## src/rtl/scratchpad_mem.sv

```systemverilog
// Scratchpad array: two combinational core read ports, one core write port, and a
// host load/debug port that briefly stalls the core. The array is zeroed after reset.
module scratchpad_mem #(
  parameter int width      = 8,
  parameter int addr_width = 8
) (
  input  logic                  clk,
  input  logic                  reset,
  input  logic [addr_width-1:0] addr1,
  input  logic [addr_width-1:0] addr2,
  output logic [width-1:0]      rdata1,
  output logic [width-1:0]      rdata2,
  input  logic                  we,
  input  logic [addr_width-1:0] waddr,
  input  logic [width-1:0]      wdata,
  output logic                  core_stall,
  input  logic                  host_valid,
  output logic                  host_ready,
  input  logic                  host_we,
  input  logic [addr_width-1:0] host_addr,
  input  logic [width-1:0]      host_wdata,
  output logic [width-1:0]      host_rdata,
  output logic                  host_rvalid
);
  localparam int DEPTH = 1 << addr_width;
  localparam logic [addr_width-1:0] CNT_ONE = 1;

  typedef enum logic [1:0] {CLEAR, IDLE, HOST} state_t;

  typedef struct packed {
    logic                  we;
    logic [addr_width-1:0] addr;
    logic [width-1:0]      wdata;
  } host_req_t;

  state_t                state;
  logic [addr_width-1:0] clr_cnt;
  host_req_t             req;
  logic [width-1:0]      mem [DEPTH];

  assign rdata1 = mem[addr1];
  assign rdata2 = mem[addr2];

  always_ff @(posedge clk) begin
    if (reset) begin
      state       <= CLEAR;
      clr_cnt     <= '0;
      req         <= '0;
      host_rvalid <= 1'b0;
      core_stall  <= 1'b1;
      host_ready  <= 1'b0;
    end else begin
      host_rvalid <= 1'b0;
      case (state)
        CLEAR: begin
          clr_cnt <= clr_cnt + CNT_ONE;
          if (&clr_cnt) begin
            state      <= IDLE;
            core_stall <= 1'b0;
            host_ready <= 1'b1;
          end
        end
        IDLE: begin
          if (host_valid && host_ready) begin
            req        <= '{we: host_we, addr: host_addr, wdata: host_wdata};
            state      <= HOST;
            core_stall <= 1'b1;
            host_ready <= 1'b0;
          end
        end
        HOST: begin
          host_rvalid <= !req.we;
          state       <= IDLE;
          core_stall  <= 1'b0;
          host_ready  <= 1'b1;
        end
        default: begin
          state      <= CLEAR;
          clr_cnt    <= '0;
          core_stall <= 1'b1;
          host_ready <= 1'b0;
        end
      endcase
    end
  end

  // Host read samples the array after the accept cycle, so a core write in that cycle wins.
  always_ff @(posedge clk) begin
    if (reset)
      host_rdata <= '0;
    else if (state == HOST && !req.we)
      host_rdata <= mem[req.addr];
  end

  // No array reset; a request caught by reset mid-HOST is simply dropped.
  always_ff @(posedge clk) begin
    if (!reset) begin
      case (state)
        CLEAR:   mem[clr_cnt] <= '0;
        IDLE:    if (we) mem[waddr] <= wdata;
        HOST:    if (req.we) mem[req.addr] <= req.wdata;
        default: ;
      endcase
    end
  end
endmodule
```

## config.mk

```make
export PLATFORM = sky130hd
export DESIGN_NAME = scratchpad_mem
export DESIGN_NICKNAME = d
export VERILOG_FILES = /design/src/rtl/scratchpad_mem.sv
export SDC_FILE = /design/constraint.sdc
export NUM_CORES = 2
export LEC_CHECK = 0
export BUFFER_PORTS_ARGS = -buffer_cell sky130_fd_sc_hd__buf_2
export CAP_MARGIN = 30
export CELL_PAD_IN_SITES_DETAIL_PLACEMENT = 1
export CELL_PAD_IN_SITES_GLOBAL_PLACEMENT = 2
export CORE_UTILIZATION = 26
export CTS_CLUSTER_SIZE = 8
export DETAILED_ROUTE_END_ITERATION = 16
export PLACE_DENSITY_LB_ADDON = 0.1
export SLEW_MARGIN = 25
export SYNTH_ARGS = -nofsm -noshare
export SYNTH_HDL_FRONTEND = slang
export SYNTH_SLANG_ARGS = --single-unit
```

## constraint.sdc

```tcl
create_clock -name clk -period 9.8 [get_ports clk]
set_clock_uncertainty 0.1 [all_clocks]
set_input_delay 1.47 -clock clk [delete_from_list [all_inputs] [get_ports clk]]
set_output_delay 1.47 -clock clk [all_outputs]
set_load 0.05 [all_outputs]
```

==> summary.md <==
| Metric | Value |
|---|---|
| Max_cap viols | `0` |
| Die W | `660 um` |
| Largest family of logic cells by synthesized area | `multiplexers` |
| Tcrit/Tclk final | `78.3%` |
| TritonCTS clock tree | `yes` |
| Setup slack after layout | `2.12 ns` |
| DRC | `0` |
| Syn avg cell area | `17.3 um^2` |
| Post-layout nets | `6866` |
| Clock Power Share | `45.5%` |
| Die Y | `660 um` |
| CP Capture Type | `output port` |
| Hold Crit Class | `flop to flop` |
| Post-route ant nets | `0` |
| Final setup vio count | `0` |
| Switching power of the nets | `5650 uW` |
| Largest net degree at the start of global routing | `168` |
| Post-synthesis compound-gate area fraction | `7.86%` |
| Clk_lat worst skew | `0.97 ns` |
| Seq/Total Area, Yosys | `55.3%` |
| Hold Crit Depth | `1` |
| PD cells | `168 mW/mm^2` |
| Worst reg2reg path depth | `11` |
| Worst Hold End | `core_stall` |
| Adder-cell share of the synthesized area | `0.0556%` |
| Xor/xnor cell area share of the yosys netlist | `0.0389%` |
| WS Path Type | `primary input to output port` |
| Worst slew pin tran | `1.21 ns` |
| Buf/Inv on CP | `4` |
| Count of hold-fix buffers inserted at cts | `0` |
| First-pass GRT wire length | `729000 um` |
| CTS resizes | `0` |
| Die area | `0.435 mm^2` |
| Clock sinks | `2086` |
| Crit Path Max Fanout | `36` |
| Synth Area in Simple Gates | `2.85%` |
| Reg2reg setup slack | `4.17 ns` |
| WP data required | `8.23 ns` |
| Synth Net Count | `6579` |
| Vias in the first global route | `77000` |
| CTS clk-pin slew, worst paths | `0.05 ns` |
| Startpoint types | `primary input` |
| Post-DP Area | `0.122 mm^2` |
| Rel. slew slack | `19.0%` |
| Sequential power share | `44.8%` |
| Final wirelength | `548000 um` |
| Initial Util | `26.1%` |
| Max VDD drop | `0.000123 V` |
| Critical path depth | `10` |
| Total Routing Usage GR | `24.7%` |
| Boundary pin count | `80` |
| Port Buffers | `79` |
| Root buffer cell | `clkbuf_16` |
| CP arrival | `6.11 ns` |
| Unrepaired setup endpoints after global routing | `false` |
| Switching share of total power | `25.7%` |
| DR WL/cell | `43.3 um` |
| Core area | `0.431 mm^2` |
| Slowest cell delay on critical path | `0.77 ns` |
| Post-synth EDFFs | `2048` |
| Antenna violations before repair | `44` |
| Layout fillers | `43800` |
| Minimum clock period | `7.68 ns` |
| Hold Crit Start | `core_stall` |
| Syn-to-layout area delta | `16.3%` |
| Status | `completed` |
| Post-synthesis mux area share | `30.8%` |
| CTS Buf Count | `306` |
| Layout cell share with drive strength beyond 1 | `35.8%` |
| Drt first pass iters | `5` |
| Cell repeated most along the worst path | `buf_4` |
| Synth Flop Type | `edfxtp_1` |
| Cell Chain, Critical Path | `buf_8 -> buf_4 -> buf_4 -> mux4_2 -> a22oi_1 -> a21oi_1 -> nor4_1 -> o22ai_1 -> or2_1 -> buf_2` |
| Post-DP HPWL | `372000 um` |
| # rows | `241` |
| Yosys top cell by area | `edfxtp_1` |
| RePlAce Congestion | `0.849` |
| H-tree levels | `5` |
| Final instance area | `0.131 mm^2` |
| Area contributors post-synth | `edfxtp_1 55%, mux4_2 27%, mux2i_1 3.6%, a22oi_1 3.5%, a21oi_1 1.6%` |
| Initial DRC count | `8339` |
| F_max | `130 MHz` |
| Setup TNS | `0 ns` |
| Via/cell ratio | `5.84` |
| Top cell type's share of synthesized area | `54.7%` |
| Static leakage | `0.0399 uW` |
| Top cell family by delay on the critical path | `buffers and inverters` |
| Grt total ovfl | `0` |
| Fin. Hold Viols | `0` |
| CTS Buffer Depth | `4` |
| Distinct cell type count after synthesis | `67` |
| FFs w/ async S/R, synth | `0%` |
| RR Endpoint | `host_rdata[7]` |
| Syn. warnings | `0` |
| Post-synthesis cell count | `6521` |
| Final Hold Slack | `0.356 ns` |
| Seq cells post-synth | `2086` |
| Post-Synthesis Cell Area | `0.113 mm^2` |
| CP max-delay cell | `nor4_1` |
| DR vias | `74000` |
| Reg2reg start | `req[8]` |
| Worst slack, placed | `2.15 ns` |
| Setup Buffers After CTS | `0` |
| Fin. max-slew vios | `0` |
| Internal | `16300 uW` |
| Gate power share | `9.7%` |
==> power groups by stage <==
stage                     Sequential, uW  Combinational [uW]  Clock (uW)
after global placement             10000                2130           0
after floorplan                    10000                1090           0
after detailed placement           10000                2140           0
after CTS                           9850                2140       10200
final                               9850                2140       10000
after global routing                9850                2200       10500
==> cell type report <==
class	count	area [um^2]	area share (%)
diodes	46	115	0.0879
clock buffers	391	8220	6.28
clock inverters	24	262	0.200
inverters	11	46.3	0.0354
multi-input cells	3791	47500	36.3
flip-flops and latches	2086	62300	47.6
well taps	5710	7140	5.46
repair buffers	612	5320	4.07
==> routing by layer <==
layer | global-route usage (%) | wire length [um]
met1 | 33.4 | 236000
met2 | 39.8 | 257000
met3 | 3.77 | 32000
met4 | 9.65 | 23400
met5 | 0 | 28
==> layout by cell type (no fill, tap or decap), drive strengths merged, types with 46 or more instances in the layout <==
master,Yosys,final
a211oi,48,48
a21oi,349,349
a22oi,526,526
buf,313,612
clkbuf,320,391
diode,0,46
edfxtp,2048,2048
mux2i,402,402
mux4,1358,1358
nand2,158,158
nor2,305,305
nor4,82,82
o21ai,71,71
o221ai,48,48
o22ai,155,155
==> through the flow <==
step / utilization (%) / instances / power (uW)
2_1_floorplan: - / 6521 / 11100
3_3_place_gp: 28.2 / 12100 / 12100
3_5_place_dp: 28.4 / 12200 / 12200
4_1_cts: 30.3 / 12600 / 22200
5_1_grt: 30.4 / 12700 / 22500
6_report: 30.4 / 12700 / 22000
==> Yosys cell counts, types with 23 or more instances <==
master / count
buf_2: 155
nand2_1: 158
o21ai_0: 62
o221ai_1: 47
o22ai_1: 155
a211oi_1: 48
buf_6: 57
nor2_1: 304
clkbuf_1: 319
a221oi_1: 33
mux2i_1: 402
edfxtp_1: 2048
nand3_1: 37
dfxtp_1: 38
nor4_1: 82
a21oi_1: 349
a2111oi_0: 23
mux4_2: 1345
buf_4: 41
buf_1: 43
a22oi_1: 526
==> flip-flops by register name (all words and copies together), names as in the netlist <==
signal,flops
clr_cnt,8
core_stall,1
host_rdata,8
host_ready,1
host_rvalid,1
mem,2048
req,17
state,2
==> how the worst max path moves through the flow <==
stage	slack [ns]	to	startpoint
CTS	2.13	rdata2[4]	addr2[0]
detailed placement	2.15	rdata2[4]	addr2[0]
global route	2.12	rdata2[4]	addr2[0]
floorplan	2.91	mem[0][0]	reset
global placement	1.75	rdata1[2]	addr1[0]
finish	2.12	rdata2[7]	addr2[0]
==> kinds of logic after synthesis <==
kind of cell	after synthesis
flops	2086
mux	1761
compound gates	1316
simple gates	704
buf+inv	644
xor+xnor	5
fa+ha+maj	5
No activity file was read; power rests on OpenSTA's default activity.
